**src/rtl/stream_mux_rr.sv**
```systemverilog
// N-channel valid/ready stream multiplexer with round-robin arbitration and
// packet locking, feeding a single registered output stage.
module stream_mux_rr #(
    parameter int W  = 4,
    parameter int N  = 4,
    parameter int SW = $clog2(N)
) (
    input  logic           clk,
    input  logic           rst_n,
    input  logic [N-1:0]   in_valid,
    input  logic [N*W-1:0] in_data,
    input  logic [N-1:0]   in_last,
    output logic [N-1:0]   in_ready,
    output logic           out_valid,
    output logic [W-1:0]   out_data,
    output logic           out_last,
    output logic [SW-1:0]  out_sel,
    input  logic           out_ready
);

    logic [SW-1:0] ptr;
    logic          locked;
    logic [SW-1:0] lock_ch;

    logic          space;
    logic          grant_valid;
    logic [SW-1:0] grant;
    logic [SW-1:0] grant_nxt;
    logic          accept;
    int            idx;

    logic [W-1:0]  ch_data [N];

    for (genvar i = 0; i < N; i++) begin : g_unpack
        assign ch_data[i] = in_data[i*W +: W];
    end

    assign space = !out_valid || out_ready;

    // Scan from the highest offset down so the lowest offset from ptr wins;
    // the modulo keeps candidates inside 0..N-1 for non-power-of-two N.
    always_comb begin
        grant_valid = 1'b0;
        grant       = '0;
        idx         = 0;
        if (locked) begin
            grant       = lock_ch;
            grant_valid = in_valid[lock_ch];
        end else begin
            for (int k = N - 1; k >= 0; k--) begin
                idx = (int'(ptr) + k) % N;
                if (in_valid[idx[SW-1:0]]) begin
                    grant_valid = 1'b1;
                    grant       = idx[SW-1:0];
                end
            end
        end
    end

    // Gated by rst_n so nothing is acknowledged while reset is held.
    always_comb begin
        in_ready = '0;
        if (grant_valid && space && rst_n)
            in_ready[grant] = 1'b1;
    end

    assign accept    = |(in_valid & in_ready);
    assign grant_nxt = (grant == SW'(N - 1)) ? '0 : grant + 1'b1;

    always_ff @(posedge clk or negedge rst_n) begin
        if (!rst_n) begin
            out_valid <= 1'b0;
            out_data  <= '0;
            out_last  <= 1'b0;
            out_sel   <= '0;
            ptr       <= '0;
            locked    <= 1'b0;
            lock_ch   <= '0;
        end else if (accept) begin
            out_valid <= 1'b1;
            out_data  <= ch_data[grant];
            out_last  <= in_last[grant];
            out_sel   <= grant;
            if (in_last[grant]) begin
                locked <= 1'b0;
                ptr    <= grant_nxt;
            end else begin
                locked  <= 1'b1;
                lock_ch <= grant;
            end
        end else if (out_valid && out_ready) begin
            out_valid <= 1'b0;
        end
    end

endmodule

```
**config.mk**
```make
export PLATFORM = sky130hd
export DESIGN_NAME = stream_mux_rr
export DESIGN_NICKNAME = d
export VERILOG_FILES = /design/src/rtl/stream_mux_rr.sv
export SDC_FILE = /design/constraint.sdc
export NUM_CORES = 1
export LEC_CHECK = 0
export ABC_AREA = 1
export ABC_CLOCK_PERIOD_IN_PS = 2870
export CORE_ASPECT_RATIO = 1.75
export CORE_MARGIN = 8
export CORE_UTILIZATION = 43
export CTS_CLUSTER_DIAMETER = 150
export CTS_CLUSTER_SIZE = 12
export DETAILED_ROUTE_END_ITERATION = 7
export GPL_ROUTABILITY_DRIVEN = 0
export PLACE_DENSITY = 0.87
export SETUP_SLACK_MARGIN = 0.1
export SKIP_CTS_REPAIR_TIMING = 1
export SYNTH_ARGS = -nofsm -noshare
export SYNTH_HDL_FRONTEND = slang
export SYNTH_SLANG_ARGS = --single-unit
```
**constraint.sdc**
```tcl
create_clock -name clk -period 2.87 [get_ports clk]
set_input_delay 0.4305 -clock clk [delete_from_list [all_inputs] [get_ports clk]]
set_output_delay 0.4305 -clock clk [all_outputs]
set_load 0.01 [all_outputs]
```
# Word level (Yosys, flattened, before mapping)
# Cells that the tools add are included.
totals:
  inputBits: 27
  regBits: 13
  output_inout_bits: 12
op_classes:
  n_lt_le_gt_ge: 8
  eq_ne: 1
  n_reduce_logical: 10
  mux: 32
  bitwise_logic: 3
  n_addsub: 4
op_table:
  columns: ["cell", "n"]
  rows:
  - ["2-bit by 3-bit less-than comparator with 1-bit output (second input constant)", 6]
  - ["1-bit 2-to-1 mux", 15]
  - ["1-bit binary-select mux with 2-bit select", 6]
  - ["2-bit 2-to-1 mux", 6]
  - ["4-bit 2-to-1 mux", 3]
  - ["4-bit binary-select mux with 2-bit select", 1]
  - ["2-bit by 1-bit adder with 2-bit output (second input constant)", 2]
  - ["2-bit adder (second input constant)", 2]
  - ["4-bit AND", 1]
  - ["1-bit logical AND", 4]
  - ["2-bit AND reduction", 2]
  - ["4-bit OR reduction", 1]
  - ["3-bit greater-or-equal comparator (second input constant)", 1]
  - ["2-bit inverter with 3-bit output", 1]
  - ["1-bit demux with 2-bit select", 1]
  - ["2-bit equality test (second input constant)", 1]
  - ["2-bit by 1-bit greater-or-equal comparator with 1-bit output (second input constant)", 1]
  - ["2-bit nonzero test", 1]
  - ["1-bit zero test", 1]
  - ["1-bit logical OR", 1]
  - ["1-bit inverter", 1]

# Logic depth before layout (Yosys ltp)
logic_depth:
  depth_word: 16
  depth_mapped: 21

# Least setup slack after synthesis
# Ideal clock, no wire load.
synth_path:
  path_kind: "flip-flop to flip-flop"
  startpoint: "reg ptr[0]"
  endpoint: "reg lock_ch[1]"
  path_slack_ns: 0.608
  required_ns: 2.805
  path_stages_with_launch: 18
  arrival_ns: 2.197
  n_path_buf: 3
  path_cell_list: "dfrtp_1 > buf_4 > o21ai_1 > nand2_1 > nand3_2 > nand2_1 > nand2_1 > nand2_2 > nand2_4 > buf_2 > ha_1 > inv_1 > nor2_2 > nand2_2 > nand3_4 > buf_6 > nand3_1 > nand2_1"
synth_via:
  elab_chain_len: 16
synth_rtl:
  columns: ["element", "line_no", "text"]
  rows:
  - ["start, declared", "21", "logic [SW-1:0] ptr;"]
  - ["start signal, assigned", "86", "ptr <= grant_nxt;"]
  - ["2-bit adder", "51", "idx = (int'(ptr) + k) % N;"]
  - ["1-bit binary-select mux with 2-bit select", "52", "if (in_valid[idx[SW-1:0]]) begin"]
  - ["1-bit 2-to-1 mux (not written as such)", "52", null]
  - ["2-bit 2-to-1 mux (4 in a row)", "52", null]
  - ["2-bit 2-to-1 mux", "46", "if (locked) begin"]
  - ["2-bit by 3-bit less-than comparator with 1-bit output (not written as such) / 2-bit by 1-bit greater-or-equal comparator with 1-bit output (equally long branches)", "64", "in_ready[grant] = 1'b1;"]
  - ["1-bit logical AND (not written as such)", "64", null]
  - ["1-bit 2-to-1 mux (not written as such)", "64", null]
  - ["1-bit demux with 2-bit select", "64", null]
  - ["4-bit 2-to-1 mux (*)", "63", "if (grant_valid && space && rst_n)"]
  - ["named net in_ready[3]", "13", "output logic [N-1:0] in_ready,"]
  - ["4-bit AND (*)", "67", "assign accept = |(in_valid & in_ready);"]
  - ["4-bit OR reduction (*)", "67", null]
  - ["2-bit AND reduction (no source line) (*)", null, null]
  - ["end signal, assigned", "89", "lock_ch <= grant;"]
  - ["end, declared", "23", "logic [SW-1:0] lock_ch;"]
# Mark *: on every way through the listed nets, which the timed path passes. The rest lies on a longest branch. The select of a mux whose other input is x is not followed.
# A chain may end at the register's enable or synchronous reset.

# Worst setup path in the final report
layout_path:
  startpoint: "in in_valid[0]"
  endpoint: "out in_ready[3]"
layout_via:
  elab_chain_len: 12
layout_rtl:
  columns: ["element", "line_no", "text"]
  rows:
  - ["start, declared", "10", "input logic [N-1:0] in_valid,"]
  - ["1-bit binary-select mux with 2-bit select", "52", null]
  - ["1-bit 2-to-1 mux (not written as such)", "52", null]
  - ["2-bit 2-to-1 mux (4 in a row)", "52", null]
  - ["2-bit 2-to-1 mux", "46", null]
  - ["2-bit by 3-bit less-than comparator with 1-bit output (not written as such) / 2-bit by 1-bit greater-or-equal comparator with 1-bit output (equally long branches)", "64", null]
  - ["1-bit logical AND (not written as such)", "64", null]
  - ["1-bit 2-to-1 mux (not written as such)", "64", null]
  - ["1-bit demux with 2-bit select", "64", null]
  - ["4-bit 2-to-1 mux (*)", "63", null]
  - ["end, declared", "13", null]
# Mark *: on every way between the ends. The rest lies on a longest branch, timed or not. The select of a mux whose other input is x is not followed.

==> reports/results.txt <==
Result of the run -> finished clean
Multi-input combinational cell area -> 681 sq um
Fin Setup TNS -> 0 ps
ANT nets after route -> 0
Final net count -> 277
Post-CTS clock slew at the launch and capture registers of the worst setup and hold paths -> 50 ps
Count of input and output buffers -> 38
Final Cycle Share -> 90.6%
Clock tree from TritonCTS -> yes
Worst path setup slack after routing -> 271 ps
Headroom to the max-slew limit -> 82.6%
Average cell area after synthesis -> 6.11 sq um
Actual transition at the worst max-transition pin -> 261 ps
H-tree depth -> 1
Wire length per cell -> 12.9 microns
Total nets after synthesis -> 216
Synth area leaders -> sky130_fd_sc_hd__dfrtp_1 (28%), sky130_fd_sc_hd__nand2_1 (26%), sky130_fd_sc_hd__nand3_1 (8.7%), sky130_fd_sc_hd__inv_1 (8.5%), sky130_fd_sc_hd__nor2_1 (2.9%)
Total Die Area -> 0.00465 sq mm
Post-synthesis instance area -> 0.00115 sq mm
Instance count of the mapped netlist -> 188
Vias in the first global route -> 1440
Cell leakage power -> 0.00104 uW
Share of flip-flops with an asynchronous set or reset after synthesis -> 100%
RSZ-0062 raised after global routing -> true
Routed vias -> 1400
Clock skew -> 7.24 ps
Most instantiated library cell after synthesis -> sky130_fd_sc_hd__nand2_1
Worst IR drop on VDD -> 0.833 mV
Clock insertion delay at the later pin of the skew report -> 250 ps
Total wire length after detailed routing -> 3540 microns
Chip Width -> 55.1 microns
Aggregate global routing overflow -> 0
Final design utilization -> 67.3%
Area of the core -> 0.00263 sq mm
Post-detailed-route via-to-cell ratio -> 5.09
Fraction of layout cells with a size suffix above 1 -> 18.1%
Total of max-cap violations -> 0
Drt pass-1 iters -> 4
Main flop type after synthesis -> sky130_fd_sc_hd__dfrtp_1
Worst hold path type -> flop to flop
Initial DRC count -> 29
Io pins -> 39
Clock sink total -> 13
Most numerous cell types in the synthesized netlist -> sky130_fd_sc_hd__nand2_1 (81), sky130_fd_sc_hd__inv_1 (26), sky130_fd_sc_hd__nand3_1 (20)
Non-filler instance count after layout -> 275
Type of element launching the critical path -> primary input
Arrival @ worst endpoint -> 2170 ps
Diode count -> 0
Number of distinct library cell variants in the gate-level netlist after synthesis -> 26
Cells after DPL -> 266
Remaining design rule violation count -> 0
Maximum number of pins on one net before global-route repair -> 16
Sequential cell area -> 327 sq um
Initial cell density of the core -> 43.7%
Number of flip-flops and latches in the synthesized netlist -> 13
Number of antenna violations at the first check in global routing -> 0
Final min period -> 2600 ps
Detailed Place HPWL -> 2870 microns
Number of buffers on the longest clock path -> 2
FP Rows -> 25
Inserted Clock Buffers -> 3
Power per standard cell area -> 1300 mW/mm^2
Sequential-to-total area share from yosys stat -> 28.3%
Max Slew Vio Count -> 0
Endpoints failing setup -> 0
YS warnings -> 0
Type of the worst setup path -> primary input to output port
Dominant cell type by area after synthesis -> sky130_fd_sc_hd__dfrtp_1
Post-Place Setup Slack -> -119 ps
Global-route wire length before repair -> 5980 microns
Area growth from synthesis to layout -> 54.0%
Peak fanout along the critical path -> 4
Global router's overall resource usage -> 16.2%
Top-area cell type share of the netlist area -> 28.3%
Data required time at the worst endpoint -> 2440 ps
Type of element capturing the critical path -> output port
Number of flops mapped to enable cells by yosys -> 0
CTS Root Cell -> sky130_fd_sc_hd__clkbuf_8
Hold violation total from the final report -> 0
Max Fclk -> 385 MHz
Vertical extent of the die -> 84.4 microns
Filler cell count in the final layout -> 214
==> critical path: stages <==
cell and delay, ps:
sky130_fd_sc_hd__clkdlybuf4s50_1 500, sky130_fd_sc_hd__inv_1 50, sky130_fd_sc_hd__nand2_1 70, sky130_fd_sc_hd__nand3_1 100
sky130_fd_sc_hd__nand2_1 120, sky130_fd_sc_hd__nand3_2 80, sky130_fd_sc_hd__a21oi_2 130, sky130_fd_sc_hd__nand2_2 80
sky130_fd_sc_hd__nand2_4 80, sky130_fd_sc_hd__ha_1 160, sky130_fd_sc_hd__inv_1 50, sky130_fd_sc_hd__nor2_2 120
sky130_fd_sc_hd__dlymetal6s2s_1 170
==> flip-flops by register name, summed over array words and instances (netlist names) <==
register   flops
lock_ch        2
locked         1
out_data       4
out_last       1
out_sel        2
out_valid      1
ptr            2
==> layer usage <==
layer	vias up	track usage (%)	share of wire, %
li1	701	-	-
met1	645	15.1	34
met2	40	29.6	56
met3	14	3.89	5.4
met4	0	7.47	4.0
met5	-	0	0
==> worst paths after layout <==
check | start | to | slack [ps] | depth (start not counted)
min reg2reg | out_sel[1] | out_sel[1] | 510 | 1
max reg2reg | ptr[0] | out_sel[1] | 460 | 20
max in group asynchronous | rst_n | ptr[0] | 2170 | 2
min in group asynchronous | rst_n | locked | 520 | 2
max | in_valid[0] | in_ready[3] | 270 | 13
min | out_sel[1] | out_sel[1] | 510 | 1
==> power breakdown <==
| part | internal, uW | switching (uW) | leakage (uW) | total, uW |
|---|---|---|---|---|
| Clock | 98.2 | 68.9 | 0.0000228 | 167 |
| Sequential | 283 | 98.9 | 0.000159 | 381 |
| Combinational | 792 | 953 | 0.000861 | 1740 |
| Total | 1170 | 1120 | 0.00104 | 2290 |
==> placed cells by master, fill, tap and decap left out, drive strengths merged <==
cell type / count
and2: 1
nand4: 5
nand3: 23
clkbuf: 4
ha: 1
a21boi: 1
o21a: 1
nor2: 11
a21oi: 4
o21ai: 5
a21o: 1
buf: 22
clkdlybuf4s50: 34
dlymetal6s2s: 4
inv: 30
nand2: 88
dfrtp: 13
==> per-stage QoR <==
| stage | area (sq um) | hold WS, ps | power (uW) |
|---|---|---|---|
| after detailed placement | 1670 | 493 | 2020 |
| after floorplan | 1150 | 135 | 1390 |
| after global routing | 1770 | 522 | 2520 |
| final | 1770 | 505 | 2290 |
| after global placement | 1670 | 474 | 1960 |
| after CTS | 1720 | 505 | 2200 |
==> logic make-up (layout without fill, tap and decap cells) <==
logic type / count (synthesis) / in the layout / share of synthesized area [%]
AND/OR/NAND/NOR: 128 / 128 / 51.3
buffers and inverters: 34 / 94 / 12.7
AO/OA/AOI/OAI: 12 / 12 / 6.54
flip-flops: 13 / 13 / 28.3
adder cells (fa/ha/maj): 1 / 1 / 1.09
==> area by class of cell <==
cell class / count / share of cell area (%)
tap: 27 / 1.91
inverter: 30 / 6.51
multi-input combinational: 141 / 38.5
sequential: 13 / 18.5
timing repair buffer: 60 / 32.1
clock buffer: 4 / 2.55
Power figures use the tool's default switching activity.
==> RTL change: new RTL, same flow settings <==
`W`: 4 -> 5.
--- a/src/rtl/stream_mux_rr.sv
+++ b/src/rtl/stream_mux_rr.sv
@@ -1,7 +1,7 @@
 // N-channel valid/ready stream multiplexer with round-robin arbitration and
 // packet locking, feeding a single registered output stage.
 module stream_mux_rr #(
-    parameter int W  = 4,
+    parameter int W  = 5,
     parameter int N  = 4,
     parameter int SW = $clog2(N)
 ) (
Ports: changed (resized in_data and out_data); port bits go from 39 to 44. The function was not compared with the original's and may differ.
==> RTL change against the original RTL <==
Sequential cell count is 1 higher; register-to-register slack better by 0.04 ns; total power is 2.7% lower; wire length is 2.9% higher; setup slack worse by 0.020 ns; synthesized area is 8.9% higher; design area is 6.2% higher; critical endpoint is now in_ready[2]; highest routed layer unchanged.
==> RTL change: results (changes against the original RTL) <==
- Routed WL per cell: 12.78 um (-0.76%)
- GR met3 Demand/Resource: 0.02778 (-0.01116)
- Synth top area cells: dfrtp_1 (28%), nand2_1 (21%), nand3_1 (9.2%)
- Largest net degree at the start of global routing: 15 (-1)
- Initial antenna violation count: 0 (unchanged)
- Vias per std cell: 4.951 (-2.8%)
- Critical R2R Capture: ptr[1]$_DFFE_PN0P_
- Rel. slew slack: 0.8258 (about the same)
- Commonest cells post-synth: nand2_1 (70), inv_1 (30), nand3_1 (23), dfrtp_1 (14), nor2_1 (14)
- HP Start: out_data[4]$_DFFE_PN0P_
- Register-to-register setup slack: 0.50 ns (+0.04 ns)
- HP Class: register to register
- Cell count of the worst hold path: 2 (+1)
- Vias in the first global route: 1,517 (+5.3%)
- Post-DP HPWL: 3057 um (+6.6%)
- Routed via count: 1,411 (+0.79%)
- Root Driver: clkbuf_8
- Number of flip-flops in the largest register: 5 (+1)
- Placed instance count: 281 (+5.6%)
- Sequential share of the synthesized area: 0.2800 (-0.003224)
- DR iter-0 viols: 25 (-14%)
- Synth Area per Inst: 6.351 um2 (+4.0%)
- Cell depth of the worst flop-to-flop path: 18 (-10%)
- Proportion of layout cells with a drive suffix above 1: 0.1556 (-0.02581)
- Status: completed
- Hold path endpoint: out_data[4]$_DFFE_PN0P_
- Worst vdd ir: 0.6643 mV (-20%)
- First-pass GRT wire length: 6306 um (+5.5%)
- Post-Place Setup Slack: -0.2385 ns (-0.1195 ns)
- Static Leak: 1.055 nW (+1.3%)
- Met2 usage: 0.3136 (+0.01752)
- M1 GR Usage: 0.1368 (-0.01405)
- Nets: 291 (+5.1%)
==> RTL change: routing by layer <==
| layer | vias to the layer above | share of wire |
|---|---|---|
| met3 | 7 | 0.041 |
| met1 | 639 | 0.35 |
| met4 | 0 | 0.014 |
| li1 | 737 | - |
| met2 | 28 | 0.60 |
| met5 | - | 0 |
==> RTL change: worst max-delay path by stage <==
| stage | from | to | slack, ns | cells past startpoint |
|---|---|---|---|---|
| finish | in_valid[1] | in_ready[2] | 0.25 | 14 |
| global route | in_valid[2] | in_ready[3] | 0.01 | 15 |
| floorplan | ptr[0]$_DFFE_PN0P_ | lock_ch[1]$_DFFE_PN0P_ | 0.57 | 18 |
| CTS | in_valid[0] | in_ready[3] | -0.26 | 15 |
| global placement | in_valid[0] | in_ready[3] | -0.17 | 15 |
| detailed placement | in_valid[0] | in_ready[3] | -0.24 | 15 |
==> RTL change: power breakdown <==
group          total, mW  switching [mW]  internal [mW]
Combinational       1.65           0.935          0.716
Clock              0.191          0.0694          0.122
Sequential         0.390          0.0934          0.297
Total               2.23            1.10           1.13
==> RTL change: kinds of logic (layout without fill, tap and decap cells) <==
family | count (synthesis) | count (layout) | synth area share
flops | 14 | 14 | 0.2800
buf+inv | 36 | 96 | 0.1330
simple gates | 126 | 126 | 0.4700
fa+ha+maj | 2 | 2 | 0.02000
compound gates | 18 | 18 | 0.09000
xor+xnor | 1 | 1 | 0.007001
==> RTL change: final cells by class <==
| cell class | instances | area, um2 |
|---|---|---|
| clock buffer | 4 | 55.05 |
| sequential | 14 | 351.6 |
| tap | 28 | 35.03 |
| inverter | 31 | 116.4 |
| fill | 257 | 984.7 |
| timing repair buffer | 61 | 575.6 |
| multi-input combinational | 147 | 744.5 |
==> RTL change: through the flow <==
| stage | hold WS (ns) | instance area [um2] |
|---|---|---|
| finish | 0.4778 | 1878 |
| global route | 0.5154 | 1878 |
| CTS | 0.4888 | 1857 |
| detailed placement | 0.4738 | 1802 |
| global placement | 0.4663 | 1802 |
| floorplan | 0.1349 | 1251 |
==> RTL change: tightest hold or removal path: stages, from the launching register on <==
cell,delay (ns)
dfrtp_1,0.34
nand2_1,0.05
nand2_1,0.06
